`config.mk`:
```
export PLATFORM = sky130hd
export DESIGN_NAME = sha_round_counter
export DESIGN_NICKNAME = d
export VERILOG_FILES = /design/src/rtl/sha_round_counter.sv
export SDC_FILE = /design/constraint.sdc
export NUM_CORES = 1
export LEC_CHECK = 0
export ABC_AREA = 1
export ABC_CLOCK_PERIOD_IN_PS = 1300
export CAP_MARGIN = 25
export CORE_AREA = 2 2 39 41
export DETAILED_ROUTE_END_ITERATION = 8
export DIE_AREA = 0 0 41 43
export PLACE_DENSITY_LB_ADDON = 0.08
export SLEW_MARGIN = 25
export SYNTH_ARGS = -nofsm -noshare
export SYNTH_HDL_FRONTEND = slang
export SYNTH_SLANG_ARGS = --single-unit
```
`constraint.sdc`:
```
create_clock -name clk -period 1.3 [get_ports clk]
set_input_delay 0.26 -clock clk [delete_from_list [all_inputs] [get_ports clk]]
set_output_delay 0.26 -clock clk [all_outputs]
set_load 0.03 [all_outputs]
```
`src/rtl/sha_round_counter.sv`:
```
// rtl/sha_round_counter.sv - round/address counter with terminal flag for the SHA datapath
module sha_round_counter #(
  parameter int unsigned MAX_CNT  = 63,
  parameter int unsigned CNT_SIZE = 6
) (
  input  logic                clk,
  input  logic                reset_n,
  input  logic                i_cnt_en,
  output logic                flag,
  output logic [CNT_SIZE-1:0] count
);

  // Terminal value and unit step expressed in the counter's own width.
  localparam logic [CNT_SIZE-1:0] MAX_VAL = CNT_SIZE'(MAX_CNT);
  localparam logic [CNT_SIZE-1:0] ONE     = CNT_SIZE'(1);

  logic at_max;

  assign at_max = (count == MAX_VAL);

  // Advance on enable, wrapping explicitly at MAX_CNT so a non-power-of-two
  // terminal count never reaches the unused upper codes.
  always_ff @(posedge clk or negedge reset_n) begin
    if (!reset_n) begin
      count <= '0;
    end else if (i_cnt_en) begin
      if (at_max) begin
        count <= '0;
      end else begin
        count <= count + ONE;
      end
    end
  end

  // The flag follows the count directly, so it stays high while the
  // counter is parked at the terminal value with enable low.
  assign flag = at_max;

endmodule

```
==> out/results.txt, run 1 <==
Final period utilization: 1.053
Initial DRC count: 0
Failing checks: negative setup slack
Maximum vdd ir drop: 1019 uV
Die X: 41 um
CP Max Fanout: 2
Clock sink total: 6
Top reg by flops: count
Total Wirelength: 733 um
Buf/Inv on CP: 1
Status: finished, violations left
Critical Path RT: 1.04 ns
Final net count: 62
Lkg Pwr: 0.2607 nW
Vias: 293
Sequential fraction of the synthesis area: 0.4743
Number of global-route vias before repair: 264
P per Cell Area: 2662 nW/um^2
WS Path Type: flop to output pin
Sequential group share of total power: 0.246
Wirelength per Cell: 10.04 um
Drt drc: 0
Worst-margin pin slew: 0.2925 ns
Clock latency on the worst-skew pair: 0.25 ns
Commonest non-fill, non-tap cell in the layout: buf_4
Max Clock Skew: 0.002841 ns
Core Footprint: 1384 um^2
Pre-CTS setup slack: -0.3615 ns
Final setup violation count: 1
Diodes inserted: 0
Max reg flops: 6
Syn_nets: 40
Hold slack final: 0.2573 ns
Startpoint Class: flop
First-pass GRT wire length: 1104 um
Max incr delay on CP: 0.42 ns
Post-DR vias/cell: 4.014
DP HPWL: 577.8 um
Minimum clock period: 1.369 ns
Hold crit path type: primary input to async pin
Area growth from synthesis to layout: 66.80%
Final Hold Fails: 0
Antenna violations before repair: 0
Psw: 0.6074 mW
Mapped Avg Cell Area: 8.793 um^2
I/O Pins: 10
Global route total overflow: 0
CTS Root Cell: clkbuf_4
Most frequent cells in the layout: 14 x buf_4, 9 x nand2_1, 4 x inv_1, 4 x nor2_1
P_int: 0.7984 mW
Share of layout cells above drive strength 1: 0.5439
Cell variety after synth: 15
Sw Ratio: 0.4321
Die Span Y: 43 um
Regs by FF count: count: 6 flops
Critical path's top delay family: flip-flops
Port Buffer Count: 9
Cts bufs inserted: 3
Largest net degree at the start of global routing: 7
Max-slew headroom: 0.8044
CP Cell Sequence: ha_4 > and3_4 > buf_6
Total GRT Usage: 0.1046
Final core occ: 0.3816
Die area: 1763 um^2
Total chip power: 1.406 mW
Worst setup margin: -0.06862 ns
Initial core utilization: 0.2288
Cts hold-fix bufs: 0
Critical Path AT: 1.11 ns
RePlAce Congestion: 0.6598
Clock power frac: 0.139
Yosys reg bits: 6
Syn. warnings: 0
Combinational power share: 0.616
CP max-delay cell: dfrtp_2
CTS H-tree depth: 1
Clock-pin slew on the worst setup and hold paths: 0.05 ns
Unrepaired setup endpoints after global routing: yes
TritonCTS clock tree: built
Num rows: 14
Detailed Routing Iterations Pass 1: 1
Final ANT Viol Nets: 0
Max Cap Viol: 0
Fmax: 730.7 MHz
Synth Cell Area: 316.6 um^2
Gate Count Post-Synth: 36
CP Capture Type: output pin
CTS Buffer Depth: 2
Pins Over Slew Limit: 0
-- per-layer routing --
layer	vias up	share of wire	global-route usage
li1	155	-	-
met1	124	0.44	0.1197
met3	4	0.074	0.03141
met2	10	0.42	0.1250
met5	-	0	0
met4	0	0.057	0.1400
-- area by class of cell --
class,count,area (um^2)
Clock buffer,4,26.28
Inverter,4,15.01
Timing Repair Buffer,17,136.4
Sequential cell,6,153.9
Fill cell,160,855.8
Multi-Input combinational cell,26,176.4
Tap cell,16,20.02
-- path summary, 6_finish.rpt --
check,startpoint,endpoint,slack [ns],cells after the start
setup / recovery,count[0]$_DFFE_PN0P_,flag,-0.07,3
hold / removal,reset_n,count[1]$_DFFE_PN0P_,0.26,1
setup reg to reg,count[0]$_DFFE_PN0P_,count[5]$_DFFE_PN0P_,0.13,7
hold reg to reg,count[4]$_DFFE_PN0P_,count[4]$_DFFE_PN0P_,0.58,2
max in group asynchronous,reset_n,count[4]$_DFFE_PN0P_,0.80,1
min in group clk,count[4]$_DFFE_PN0P_,count[4]$_DFFE_PN0P_,0.58,2
-- power by group through the flow --
stage	clock [mW]	sequential (mW)	combinational (mW)
floorplan	0	0.553	0.226
global placement	0	0.328	0.808
detailed placement	0	0.334	0.814
CTS	0.201	0.346	0.856
global route	0.211	0.357	0.941
finish	0.195	0.345	0.865
-- worst register-to-register path, cell delays in order (launching register included) --
cell     delay [ns]
dfrtp_2        0.42
ha_4           0.17
buf_4          0.13
nand2_1        0.07
nor2_1         0.05
nand2_1        0.10
nand2_1        0.08
a21oi_2        0.09
-- synth_stat cells --
| cell | n | share of area |
|---|---|---|
| nand2_2 | 1 | 0.020 |
| or2_2 | 1 | 0.020 |
| nor2_2 | 1 | 0.020 |
| inv_1 | 4 | 0.047 |
| nand2_1 | 10 | 0.12 |
| mux2_2 | 1 | 0.036 |
| dfrtp_1 | 6 | 0.47 |
| xor2_1 | 1 | 0.028 |
| nor2_4 | 1 | 0.036 |
| and3_1 | 2 | 0.040 |
| nor2_1 | 4 | 0.047 |
| ha_1 | 1 | 0.040 |
| a21oi_2 | 1 | 0.028 |
| nand3_1 | 1 | 0.016 |
| nand3_2 | 1 | 0.032 |
-- per-stage QoR --
stage	area, um^2	instances	setup TNS (ns)
final	528.0	73	-0.06862
after global routing	528.0	73	-0.1010
after CTS	520.5	73	-0.09313
after detailed placement	469.2	68	-0.6476
after global placement	469.2	68	-0.5261
after floorplan	321.6	36	0
-- cell families after synthesis --
family | count (synthesis) | synth area share
xor+xnor | 1 | 0.02767
flops | 6 | 0.4743
fa+ha+maj | 1 | 0.03952
compound gates | 1 | 0.02767
buf+inv | 4 | 0.04742
simple gates | 22 | 0.3478
mux | 1 | 0.03557
-- repair_timing --
| item | CTS | global route |
|---|---|---|
| pin swaps | 1 | 3 |
| setup buffers | 1 | 0 |
| resized for setup | 10 | 2 |
| endpoints found under the setup margin | 1 | 1 |
Note: power is estimated with default switching activity, not from simulation.
==> inputs of run 2 (changes only) <==
Settings changed: GPL_TIMING_DRIVEN set to 0.
==> out/results.txt, run 2 (synthesized netlist as in run 1, its figures left out) <==
Wirelength per Cell: 10.68 um (+6.4%)
RePlAce Congestion: 0.6442 (-2.4%)
Commonest non-fill, non-tap cell in the layout: nand2_1
Drt drc: 0 (unchanged)
Final setup violation count: 1 (unchanged)
Cts bufs inserted: 3 (unchanged)
Top reg by flops: count
Maximum vdd ir drop: 817.6 uV (-20%)
Cts hold-fix bufs: 0 (unchanged)
TritonCTS clock tree: built
CP Max Fanout: 4 (+2)
First-pass GRT wire length: 1131 um (+2.4%)
Clock latency on the worst-skew pair: 0.24 ns (about the same)
RR Startpoint: count[1]$_DFFE_PN0P_
Worst setup margin: -0.1116 ns (-0.04301 ns)
Max Clock Skew: 0.005509 ns (+0.002668 ns)
Core Footprint: 1384 um^2 (unchanged)
Critical Path RT: 1.04 ns (about the same)
Hold crit path type: primary input to async pin
CTS H-tree depth: 1 (unchanged)
Critical Path AT: 1.15 ns (+0.04 ns)
GR peak layer: met2
Total GRT Usage: 0.1031 (-0.001493)
Final core occ: 0.3409 (-0.04069)
Port Buffer Count: 9 (unchanged)
Status: finished, violations left
Detailed Routing Iterations Pass 1: 2 (+1)
Global route total overflow: 0 (unchanged)
Initial core utilization: 0.2288 (unchanged)
Die area: 1763 um^2 (unchanged)
Minimum clock period: 1.412 ns (+0.04301 ns)
Worst-margin pin slew: 0.2861 ns (-0.006389 ns)
Share of layout cells above drive strength 1: 0.4800 (-0.06386)
Failing checks: negative setup slack
Largest net degree at the start of global routing: 7 (unchanged)
Clock sink total: 6 (unchanged)
Max reg flops: 6 (unchanged)
CP endpoint: flag
Num rows: 14 (unchanged)
Diodes inserted: 0 (unchanged)
Total Wirelength: 705 um (-3.8%)
Number of global-route vias before repair: 282 (+6.8%)
Routing usage on met3: 0.07853 (+0.04712)
Die Span Y: 43 um (unchanged)
P per Cell Area: 2614 nW/um^2 (-1.8%)
Unrepaired setup endpoints after global routing: yes
Antenna violations before repair: 0 (unchanged)
CP Capture Type: output pin
Setup TNS: -0.1116 ns (-0.04301 ns)
Fin area: 471.7 um^2 (-11%)
R2R depth: 5 (-2)
Area growth from synthesis to layout: 49.01%
Critical path origin: count[4]$_DFFE_PN0P_
Regs by FF count: count: 6 flops
CTS Buffer Depth: 2 (unchanged)
Initial DRC count: 2 (+2)
R2r endpoint: count[0]$_DFFE_PN0P_
WS Path Type: flop to output pin
Die X: 41 um (unchanged)
Most frequent cells in the layout: 9 x nand2_1, 4 x nor2_1
Post-DR vias/cell: 4.258 (+6.1%)
Max-slew headroom: 0.8087 (+0.004273)
Startpoint Class: flop
Final ANT Viol Nets: 0 (unchanged)
I/O Pins: 10 (unchanged)
Fmax: 708.4 MHz (-3.0%)
Instance area at placement: 431.7 um^2 (-8.0%)
Register-to-register setup slack: 0.19 ns (+0.06 ns)
Final period utilization: 1.086 (+0.03308)
M2 GR Usage: 0.1500 (+0.02500)
Filler instances: 153 (-4.4%)
Final Hold Fails: 0 (unchanged)
CTS Root Cell: clkbuf_4
GRT met1 Usage: 0.1086 (-0.01119)
Vias: 281 (-4.1%)
Clock-pin slew on the worst setup and hold paths: 0.05 ns (about the same)
Lkg Pwr: 0.2223 nW (-15%)
Max Cap Viol: 0 (unchanged)
Pins Over Slew Limit: 0 (unchanged)
Final net count: 55 (-11%)
[run 2: cell count changes in the layout (fill, tap and decap cells not counted), sizes merged]
cell           change
clkdlybuf4s15      +2
buf               -12
clkbuf             +3
[run 2: worst min-delay path by stage]
stage               depth (start not counted)  slack [ns]              endpoint                  from
floorplan                                   0       -0.04  count[0]$_DFFE_PN0P_               reset_n
global placement                            1        0.49  count[4]$_DFFE_PN0P_  count[4]$_DFFE_PN0P_
detailed placement                          1        0.52  count[5]$_DFFE_PN0P_               reset_n
CTS                                         1        0.26  count[5]$_DFFE_PN0P_               reset_n
global route                                1        0.27  count[5]$_DFFE_PN0P_               reset_n
finish                                      1        0.26  count[5]$_DFFE_PN0P_               reset_n
[run 2: area by class of cell]
type / count / area, um^2 / area share
Multi-Input combinational cell: 26 / 176.4 / 0.3740
Sequential cell: 6 / 153.9 / 0.3263
Timing Repair Buffer: 10 / 80.08 / 0.1698
Clock buffer: 4 / 26.28 / 0.05570
Tap cell: 16 / 20.02 / 0.04244
Inverter: 4 / 15.01 / 0.03183
[run 2: layer usage]
layer,share of wire,wire (um)
met1,0.42,295
met5,0,0
met3,0.077,54
met2,0.50,356
met4,0,0
[run 2: where the power goes]
part | leakage [nW] | switching, mW | total, mW | internal [mW]
sequential | 0.0659 | 0.127 | 0.413 | 0.286
clock | 0.0150 | 0.0688 | 0.185 | 0.116
combinational | 0.141 | 0.388 | 0.635 | 0.247
total | 0.222 | 0.584 | 1.23 | 0.649
[run 2: repair_timing]
action | 4_1_cts | 5_1_grt
buffers inserted | 0 | 1
resized for setup | 19 | 13
endpoints found under the setup margin | 7 | 5
pin swaps | 0 | 2
[run 2: worst max-delay path, cell delays in order (launching register included)]
cell,delay (ns)
dfrtp_2,0.40
nand2_2,0.07
nor2_4,0.12
and3_4,0.19
buf_6,0.12
[run 2: stage by stage]
step	hold WS (ns)	worst slack [ns]	cells	total power, mW
after global routing	0.2720	-0.1744	66	1.343
after floorplan	-0.03559	0.01323	36	0.7787
final	0.2597	-0.1116	66	1.233
after global placement	0.4876	-0.4043	61	1.014
after detailed placement	0.5184	-0.4090	61	1.033
after CTS	0.2569	-0.1993	65	1.191
==> inputs of run 3 (changes only) <==
Settings changed: ABC_CLOCK_PERIOD_IN_PS 1300 to 1800, DONT_BUFFER_PORTS set to 1.
Clock period 1.3 ns to 1.8 ns, I/O delays scaled along.
==> out/results.txt, run 3 (synthesized netlist as in run 1, its figures left out) <==
Status: finished clean
Pins Over Slew Limit: 0 (unchanged)
Initial core utilization: 0.2288 (unchanged)
Drt drc: 0 (unchanged)
Clock power frac: 0.166 (+0.016)
Max incr delay on CP: 0.49 ns (+0.09 ns)
DP HPWL: 521.2 um
Initial DRC count: 3 (+1)
Hold slack final: 0.2783 ns (+0.01868 ns)
Worst setup margin: 0.1174 ns (+0.2290 ns)
Fmax: 594.3 MHz
CP Cell Sequence: inv_1 > nor2_2 > and3_1
Most frequent cells in the layout: 10 x nand2_1, 5 x dfrtp_2, 4 x inv_1, 4 x nor2_1, 3 x clkbuf_4
Hold path startpoint: i_cnt_en
RePlAce Congestion: 0.6275 (-2.6%)
Core Footprint: 1384 um^2 (unchanged)
Max reg flops: 6 (unchanged)
Post-DR vias/cell: 4.232 (-0.60%)
Final Hold Fails: 0 (unchanged)
Commonest non-fill, non-tap cell in the layout: nand2_1
Antenna violations before repair: 0 (unchanged)
R2r endpoint: count[0]$_DFFE_PN0P_
Max Clock Skew: 0.003491 ns (-0.002018 ns)
R2R depth: 5 (unchanged)
Register-to-register setup slack: 0.55 ns (+0.36 ns)
Wirelength per Cell: 11.48 um (+7.5%)
P_int: 0.3665 mW (-44%)
Setup TNS: 0 ns (+0.1116 ns)
Lkg Pwr: 0.1815 nW (-18%)
Minimum clock period: 1.683 ns
Final net count: 46 (-16%)
Share of layout cells above drive strength 1: 0.3750 (-0.1050)
Largest net degree at the start of global routing: 7 (unchanged)
Sequential group share of total power: 0.578 (+0.243)
Detailed Routing Iterations Pass 1: 2 (unchanged)
Die X: 41 um (unchanged)
Global route total overflow: 0 (unchanged)
RR Startpoint: count[0]$_DFFE_PN0P_
Final setup violation count: 0 (-1)
Unrepaired setup endpoints after global routing: no
WS Path Type: flop to output pin
Post-CTS Setup Bufs: 0 (unchanged)
Fin area: 375.4 um^2 (-20%)
WHS Path Cells: 1
Port Buffer Count: 0 (-9)
Area growth from synthesis to layout: 18.58%
Sink of the worst hold path: count[1]$_DFFE_PN0P_
Diodes inserted: 0 (unchanged)
Critical Path AT: 1.32 ns (+0.17 ns)
Combinational power share: 0.256 (-0.259)
Startpoint Class: flop
Total chip power: 0.7354 mW (-40%)
Max-slew headroom: 0.7393 (-0.06940)
Instance area at placement: 336.6 um^2 (-22%)
CP max-delay cell: dfrtp_2
First-pass GRT wire length: 1110 um (-1.9%)
Die Span Y: 43 um (unchanged)
Regs by FF count: count: 6 flops
Maximum vdd ir drop: 545.7 uV (-33%)
CTS Root Cell: clkbuf_4
Total GRT Usage: 0.09980 (-0.003336)
Sw Ratio: 0.5017 (+0.02795)
TritonCTS clock tree: built
Vias: 237 (-16%)
Critical Path RT: 1.44 ns (+0.40 ns)
I/O Pins: 10 (unchanged)
Total Wirelength: 643 um (-8.8%)
Num rows: 14 (unchanged)
Worst-margin pin slew: 0.3911 ns (+0.1050 ns)
Final period utilization: 0.9348
Clock sink total: 6 (unchanged)
CP Capture Type: output pin
Psw: 0.3690 mW (-37%)
Hold crit path type: primary input to flop
Pre-CTS setup slack: 0.2238 ns (+0.6328 ns)
Number of global-route vias before repair: 246 (-13%)
CTS H-tree depth: 1 (unchanged)
Die area: 1763 um^2 (unchanged)
Final ANT Viol Nets: 0 (unchanged)
P per Cell Area: 1959 nW/um^2 (-25%)
Max Cap Viol: 0 (unchanged)
Top reg by flops: count
CP Max Fanout: 5 (+1)
Cts bufs inserted: 3 (unchanged)
CTS Buffer Depth: 2 (unchanged)
Clock latency on the worst-skew pair: 0.24 ns (about the same)
Clock-pin slew on the worst setup and hold paths: 0.05 ns (about the same)
==> run 3: cell type report <==
cell class	count	area (um^2)
Multi-Input combinational cell	26	151.4
Timing Repair Buffer	1	10.01
Clock buffer	3	22.52
Sequential cell	6	156.4
Fill cell	158	1008
Inverter	4	15.01
Tap cell	16	20.02
==> run 3: metal layers <==
| layer | up-vias | track usage | part of all wire |
|---|---|---|---|
| met1 | 112 | 0.1140 | 0.43 |
| met2 | 4 | 0.1281 | 0.50 |
| met4 | 0 | 0.08000 | 0 |
| met3 | 0 | 0.05759 | 0.070 |
| met5 | - | 0 | 0 |
| li1 | 121 | - | - |
==> run 3: worst max path at each step <==
stage | end | cells after the start | start
final | flag | 3 | count[3]$_DFFE_PN0P_
after global routing | flag | 3 | count[3]$_DFFE_PN0P_
after CTS | flag | 3 | count[5]$_DFFE_PN0P_
after detailed placement | flag | 3 | count[3]$_DFFE_PN0P_
after global placement | flag | 3 | count[3]$_DFFE_PN0P_
after floorplan | flag | 3 | count[3]$_DFFE_PN0P_
==> run 3: repair_timing <==
action / CTS / global route
resized for setup: 4 / 1
setup endpoints to repair: 1 / 1
hold buffers: 1 / 0
endpoints found under the hold margin: 6 / 0
==> run 3: power groups by stage <==
stage / clock [mW] / sequential [mW] / combinational [mW]
after floorplan: 0 / 0.392 / 0.162
after global placement: 0 / 0.413 / 0.180
after detailed placement: 0 / 0.418 / 0.189
after CTS: 0.129 / 0.425 / 0.194
after global routing: 0.141 / 0.443 / 0.217
final: 0.122 / 0.425 / 0.188
==> run 3: worst max-delay path, delay by kind of cell, from the launching register on <==
| family | cells | cell delay [ns] |
|---|---|---|
| flops | 1 | 0.49 |
| buf+inv | 1 | 0.09 |
| simple gates | 2 | 0.50 |
==> run 3: through the flow <==
step / cells / util
3_5_place_dp: 52 / 0.2432
6_report: 56 / 0.2712
4_1_cts: 56 / 0.2703
5_1_grt: 56 / 0.2712
2_1_floorplan: 36 / -
3_3_place_gp: 52 / 0.2432
